File: src/rtl/barrel_cmd_if.sv
// barrel_cmd_if: command-in and result-out handshake bundle for barrel_cmd_stage.
// Optional BARREL_CMD_PARITY_EN adds out_parity to the result side.
`default_nettype none

interface barrel_cmd_if;
    logic       in_valid;
    logic       in_ready;
    logic [7:0] in_data;
    logic [2:0] in_select;
    logic       in_control;

    logic       out_valid;
    logic       out_ready;
    logic [7:0] out_result;
    logic [2:0] out_select;
    logic       out_control;
`ifdef BARREL_CMD_PARITY_EN
    logic       out_parity;

    modport master (
        output in_valid, in_data, in_select, in_control, out_ready,
        input  in_ready, out_valid, out_result, out_select, out_control, out_parity
    );
    modport slave (
        input  in_valid, in_data, in_select, in_control, out_ready,
        output in_ready, out_valid, out_result, out_select, out_control, out_parity
    );
`else
    modport master (
        output in_valid, in_data, in_select, in_control, out_ready,
        input  in_ready, out_valid, out_result, out_select, out_control
    );
    modport slave (
        input  in_valid, in_data, in_select, in_control, out_ready,
        output in_ready, out_valid, out_result, out_select, out_control
    );
`endif
endinterface

`default_nettype wire

File: src/rtl/barrel_cmd_stage.sv
// barrel_cmd_stage: command FIFO + settle sequencer in front of an 8-bit barrel shifter.
// Optional BARREL_CMD_PARITY_EN captures even parity of the result alongside it.
`default_nettype none

module barrel_cmd_stage #(
    parameter int DEPTH  = 4,
    parameter int SETTLE = 2
) (
    input  wire logic                     clk,
    input  wire logic                     rst_n,
    barrel_cmd_if.slave                   bus,
    output logic [7:0]                    sh_data,
    output logic [2:0]                    sh_select,
    output logic                          sh_control,
    input  wire logic [7:0]               sh_sor,
    output logic [$clog2(DEPTH):0]        count
);

    localparam int C_AW = $clog2(DEPTH);
    localparam int C_CW = (SETTLE > 1) ? $clog2(SETTLE) : 1;
    localparam logic [C_AW:0]   C_FULL       = (C_AW+1)'(DEPTH);
    localparam logic [C_CW-1:0] C_SETTLE_TOP = C_CW'(SETTLE - 1);

    typedef enum logic [1:0] {
        ST_IDLE   = 2'd0,
        ST_SETTLE = 2'd1,
        ST_HOLD   = 2'd2
    } state_t;

    state_t          r_state;
    logic [C_CW-1:0] r_settle_cnt;
    logic [C_AW-1:0] r_wr_ptr;
    logic [C_AW-1:0] r_rd_ptr;
    logic [11:0]     r_mem [DEPTH];

    logic       r_out_valid;
    logic [7:0] r_out_result;
    logic [2:0] r_out_select;
    logic       r_out_control;

    logic        w_in_ready;
    logic        w_push;
    logic        w_pop;
    logic        w_fire_out;
    logic [11:0] w_head;

    assign w_in_ready = (count < C_FULL);
    assign w_push     = bus.in_valid && w_in_ready;
    assign w_fire_out = r_out_valid && bus.out_ready;
    assign w_pop      = (count != '0) &&
                        ((r_state == ST_IDLE) || ((r_state == ST_HOLD) && w_fire_out));
    assign w_head     = r_mem[r_rd_ptr];

    assign bus.in_ready    = w_in_ready;
    assign bus.out_valid   = r_out_valid;
    assign bus.out_result  = r_out_result;
    assign bus.out_select  = r_out_select;
    assign bus.out_control = r_out_control;

    // Storage carries no reset; occupancy and pointers define what is valid.
    always_ff @(posedge clk) begin
        if (w_push) begin
            r_mem[r_wr_ptr] <= {bus.in_control, bus.in_select, bus.in_data};
        end
    end

    always_ff @(posedge clk or negedge rst_n) begin
        if (!rst_n) begin
            r_wr_ptr <= '0;
            r_rd_ptr <= '0;
            count    <= '0;
        end else begin
            if (w_push) r_wr_ptr <= r_wr_ptr + 1'b1;
            if (w_pop)  r_rd_ptr <= r_rd_ptr + 1'b1;
            case ({w_push, w_pop})
                2'b10:   count <= count + 1'b1;
                2'b01:   count <= count - 1'b1;
                default: count <= count;
            endcase
        end
    end

    always_ff @(posedge clk or negedge rst_n) begin
        if (!rst_n) begin
            r_state       <= ST_IDLE;
            r_settle_cnt  <= '0;
            sh_data       <= '0;
            sh_select     <= '0;
            sh_control    <= 1'b0;
            r_out_valid   <= 1'b0;
            r_out_result  <= '0;
            r_out_select  <= '0;
            r_out_control <= 1'b0;
        end else begin
            case (r_state)
                ST_IDLE: begin
                    if (w_pop) begin
                        {sh_control, sh_select, sh_data} <= w_head;
                        r_settle_cnt <= C_SETTLE_TOP;
                        r_state      <= ST_SETTLE;
                    end
                end
                ST_SETTLE: begin
                    if (r_settle_cnt == '0) begin
                        r_out_result  <= sh_sor;
                        r_out_select  <= sh_select;
                        r_out_control <= sh_control;
                        r_out_valid   <= 1'b1;
                        r_state       <= ST_HOLD;
                    end else begin
                        r_settle_cnt <= r_settle_cnt - 1'b1;
                    end
                end
                ST_HOLD: begin
                    if (w_fire_out) begin
                        r_out_valid <= 1'b0;
                        // Back-to-back issue skips IDLE to sustain one result per SETTLE+1 cycles.
                        if (w_pop) begin
                            {sh_control, sh_select, sh_data} <= w_head;
                            r_settle_cnt <= C_SETTLE_TOP;
                            r_state      <= ST_SETTLE;
                        end else begin
                            r_state <= ST_IDLE;
                        end
                    end
                end
                default: r_state <= ST_IDLE;
            endcase
        end
    end

`ifdef BARREL_CMD_PARITY_EN
    logic r_out_parity;

    always_ff @(posedge clk or negedge rst_n) begin
        if (!rst_n) begin
            r_out_parity <= 1'b0;
        end else if ((r_state == ST_SETTLE) && (r_settle_cnt == '0)) begin
            r_out_parity <= ^sh_sor;
        end
    end

    assign bus.out_parity = r_out_parity;
`endif

endmodule

`default_nettype wire

File: src/flat_wrapper.sv
// flat-port wrapper written by rule: the top's interface ports become plain ports
module barrel_cmd_stage_flat 
#(
    parameter int DEPTH  = 4,
    parameter int SETTLE = 2
)
  (clk, rst_n, sh_data, sh_select, sh_control, sh_sor, count, bus_in_valid, bus_in_data, bus_in_select, bus_in_control, bus_out_ready, bus_in_ready, bus_out_valid, bus_out_result, bus_out_select, bus_out_control);
  barrel_cmd_if bus_i ();
  input  wire logic clk;
  input  wire logic rst_n;
  output logic [7:0] sh_data;
  output logic [2:0] sh_select;
  output logic sh_control;
  input  wire logic [7:0] sh_sor;
  output logic [$clog2(DEPTH):0] count;
  input wire logic [$bits(bus_i.in_valid)-1:0] bus_in_valid;
  input wire logic [$bits(bus_i.in_data)-1:0] bus_in_data;
  input wire logic [$bits(bus_i.in_select)-1:0] bus_in_select;
  input wire logic [$bits(bus_i.in_control)-1:0] bus_in_control;
  input wire logic [$bits(bus_i.out_ready)-1:0] bus_out_ready;
  output wire logic [$bits(bus_i.in_ready)-1:0] bus_in_ready;
  output wire logic [$bits(bus_i.out_valid)-1:0] bus_out_valid;
  output wire logic [$bits(bus_i.out_result)-1:0] bus_out_result;
  output wire logic [$bits(bus_i.out_select)-1:0] bus_out_select;
  output wire logic [$bits(bus_i.out_control)-1:0] bus_out_control;
  assign bus_i.in_valid = bus_in_valid;
  assign bus_i.in_data = bus_in_data;
  assign bus_i.in_select = bus_in_select;
  assign bus_i.in_control = bus_in_control;
  assign bus_i.out_ready = bus_out_ready;
  assign bus_in_ready = bus_i.in_ready;
  assign bus_out_valid = bus_i.out_valid;
  assign bus_out_result = bus_i.out_result;
  assign bus_out_select = bus_i.out_select;
  assign bus_out_control = bus_i.out_control;
  barrel_cmd_stage #(.DEPTH(DEPTH), .SETTLE(SETTLE)) u_core (.clk(clk), .rst_n(rst_n), .bus(bus_i), .sh_data(sh_data), .sh_select(sh_select), .sh_control(sh_control), .sh_sor(sh_sor), .count(count));
endmodule
File: config.mk
export PLATFORM = sky130hd
export DESIGN_NAME = barrel_cmd_stage_flat
export DESIGN_NICKNAME = d
export VERILOG_FILES = /design/src/rtl/barrel_cmd_if.sv /design/src/rtl/barrel_cmd_stage.sv /design/src/flat_wrapper.sv
export SDC_FILE = /design/constraint.sdc
export NUM_CORES = 1
export LEC_CHECK = 0
export BUFFER_PORTS_ARGS = -buffer_cell sky130_fd_sc_hd__buf_2
export CORE_ASPECT_RATIO = 1.5
export CORE_MARGIN = 5
export CORE_UTILIZATION = 36
export DETAILED_ROUTE_END_ITERATION = 8
export SYNTH_ARGS = -nofsm -noshare
export SYNTH_HDL_FRONTEND = slang
export SYNTH_SLANG_ARGS = --single-unit
File: constraint.sdc
create_clock -name clk -period 5.98 [get_ports clk]
set_input_delay 0.598 -clock clk [delete_from_list [all_inputs] [get_ports clk]]
set_output_delay 0.598 -clock clk [all_outputs]
set_load 0.05 [all_outputs]
==> results_dict.tcl <==
set metrics [dict create \
    netlist_area_mm2 0.00341 \
    grt_first_pass_wirelength_um 9560 \
    rsz0062_at_grt "false" \
    grt_pass1_vias 1883 \
    required_ps 6240 \
    drive_above_1_share_pct 41.6 \
    hold_viol_final 0 \
    crit_cells 10 \
    yosysSeqAreaShare_pct 67.9 \
    drc 0 \
    ys_seq_elements 83 \
    numPortBuffers 52 \
    cp_top_family "adder cells" \
    cts_tree "built" \
    die_area_mm2 0.0116 \
    antenna_found_initial 0 \
    grt_max_degree 36 \
    cts_hold_buffers 0 \
    max_cap_violations 0 \
    finalHoldWorstSlack_ps 357 \
    cts_max_path_buffers 2 \
    num_rows 43 \
    fin_worst_skew_ps 8.56 \
    reg2regPathDepth 10 \
    synthToLayoutAreaGrowth_pct 18.3 \
    core_mm2 0.00925 \
    fin_nets 275 \
    cp-end-kind "flop" \
    critPathMaxFanout 8 \
    die_h_um 129 \
    cts_setup_buffers 0 \
    ctsHtreeMaxLevel 3 \
    synth_cell_type_count 34 \
    overflow 0 \
    cts-root-buf "clkbuf_16" \
    criticalPathCategory "reg -> reg" \
    drv_slew 0 \
    clock.fmax_mhz 420 \
    start_util_pct 36.9 \
    setup_viol 0 \
    min_period_ps 2380 \
    worst_path_largest_cell_delay_ps 420 \
    ios 53 \
    track_usage_pct 11.5 \
    finalCritPeriodShare_pct 39.9 \
    path_buf_inv 2 \
    ys_warn_count 0 \
    hold_path_class "in -> async" \
    clock_sink_count 83 \
    cp-start-kind "flop" \
    vias 1752 \
    insertedDiodeCount 0 \
    status "finished, final reports clean" \
    maxSlewHeadroom_pct 30.1 \
    die_w_um 89.5 \
    avgSynthCellArea_um2 18.5 \
    crit_path_cell_trace "inv_1 > ha_1 > o32ai_4 > nor2_1 > ha_1 > inv_1 > fa_1 > xor2_1 > nor2_1 > xnor2_1" \
    antenna_left 0 \
    drt_iter0_drc 38 \
    routabilityCongestion 0.752 \
    critPathSlowestCell "dfrtp_1" \
    multiInputGateArea_mm2 0.00100 \
    cts_buffers 9 \
    drt_first_pass_iters 4 \
    routed_wl_um 5880 \
    post-dp-hpwl_um 3890 \
    syn_nets 219 \
    cp_data_arrival_time_ps 2640 \
    routedWlPerCell_um 16.5 \
    seqCellArea_mm2 0.00232 \
    fill_cells 835 \
    syn-instance-count 184 \
    fin_setup_tns_ps 0 \
    tightestPinTransition_ps 1050 \
    ctsResizeCount 0 \
    path_clk_slew_ps 60 \
    vias_per_cell 4.91 \
    clk_latency_ps 340 \
]
## through the flow
step	util, %	instance area (um^2)	setup WS [ps]	instances
CTS	43.6	4040	3580	357
floorplan	-	3410	3810	184
global placement	40.5	3750	3700	341
global route	43.6	4040	3460	357
detailed placement	40.5	3750	3590	341
finish	43.6	4040	3600	357
## worst register-to-register path: stages (launching register included)
cell,delay [ps]
dfrtp_1,420
inv_1,120
ha_1,360
o32ai_4,170
nor2_1,210
ha_1,220
inv_1,70
fa_1,370
xor2_1,150
nor2_1,110
xnor2_1,130
## path summary, 6_finish.rpt
kind	startpoint	endpoint	slack [ps]
setup / recovery	u_core.r_state[0]$_DFFE_PN0P_	u_core.count[2]$_DFFE_PN0P_	3600
hold / removal	rst_n	u_core.count[2]$_DFFE_PN0P_	360
setup reg to reg	u_core.r_state[0]$_DFFE_PN0P_	u_core.count[2]$_DFFE_PN0P_	3600
hold reg to reg	u_core.bus.out_select[2]$_DFFE_PN0P_	u_core.bus.out_select[2]$_DFFE_PN0P_	500
max in group asynchronous	rst_n	u_core.bus.out_control$_DFFE_PN0P_	5100
min in group clk	bus_in_select[2]	u_core.r_mem[2][10]$_DFFE_PP_	470
## cell usage after synthesis
library cell  instances  share of area [%]
edfxtp_1             48                 42
dfrtp_1              35                 26
mux2_2               16                5.3
ha_1                 10                3.7
inv_1                 9               0.99
mux2_4                8                3.5
mux4_2                8                5.3
nand2_1               5               0.55
and2_1                4               0.73
mux4_1                4                3.1
a21oi_1               3               0.44
xnor2_1               3               0.77
xor2_1                3               0.77
a211oi_1              2               0.44
buf_6                 2               0.66
clkbuf_1              2               0.22
nor2_1                2               0.22
nor2b_1               2               0.37
o21ai_0               2               0.29
o2bb2ai_1             2               0.51
a21oi_2               1               0.26
a222oi_1              1               0.29
a2bb2oi_1             1               0.26
a31oi_1               1               0.18
buf_12                1               0.59
buf_2                 1               0.15
clkbuf_2              1               0.15
fa_1                  1               0.59
mux2_1                1               0.33
nand2b_1              1               0.18
nand3_1               1               0.15
nor3_1                1               0.15
nor3b_1               1               0.22
o32ai_4               1               0.81
## registers in the layout, summed over array words and instances, names as in the netlist
register,cells
u_core.bus.out_valid,1
u_core.sh_control,1
u_core.bus.out_control,1
u_core.sh_data,8
u_core.r_mem,48
u_core.r_settle_cnt,1
u_core.r_rd_ptr,2
u_core.r_state,2
u_core.bus.out_result,8
u_core.r_wr_ptr,2
u_core.sh_select,3
u_core.bus.out_select,3
u_core.count,3
## kinds of logic after synthesis
logic type,Yosys count,share of synthesized area (%)
buffers and inverters,16,2.75
DFF,83,67.9
AOI/OAI and AO/OA,14,3.48
adders and majority gates,11,4.25
muxes,37,17.5
xor gates and xnor gates,6,1.54
and+or+nand+nor,17,2.57
## layer usage
| metal | wire length (um) | global-route usage, % | up-vias | part of all wire (%) |
|---|---|---|---|---|
| met2 | 3120 | 19.5 | 45 | 53 |
| li1 | - | - | 813 | - |
| met3 | 308 | 2.74 | 12 | 5.2 |
| met5 | 0 | 0 | - | 0 |
| met4 | 165 | 7.10 | 0 | 2.8 |
| met1 | 2290 | 12.8 | 882 | 39 |
## final cells by class
| class | instances | area share, % |
|---|---|---|
| inverters | 9 | 0.837 |
| clock buffers | 9 | 5.58 |
| clock inverters | 7 | 1.46 |
| well taps | 112 | 3.47 |
| multi-input cells | 85 | 24.8 |
| repair buffers | 52 | 6.45 |
| flip-flops and latches | 83 | 57.4 |
## placed cells by master, fill, tap and decap left out, drive strengths merged, types with 2 or more instances in the layout
cell      n
a211oi    2
a21oi     4
and2      4
buf      52
clkbuf    9
clkinv    2
dfrtp    35
edfxtp   48
ha       10
inv      13
mux2     25
mux4     12
nand2     5
nor2      2
nor2b     2
o21ai     2
o2bb2ai   2
xnor2     3
xor2      3
Power is left out: the tool's default activity adds up to more than one toggle a clock period on the data nets, which glitch-free logic cannot reach.
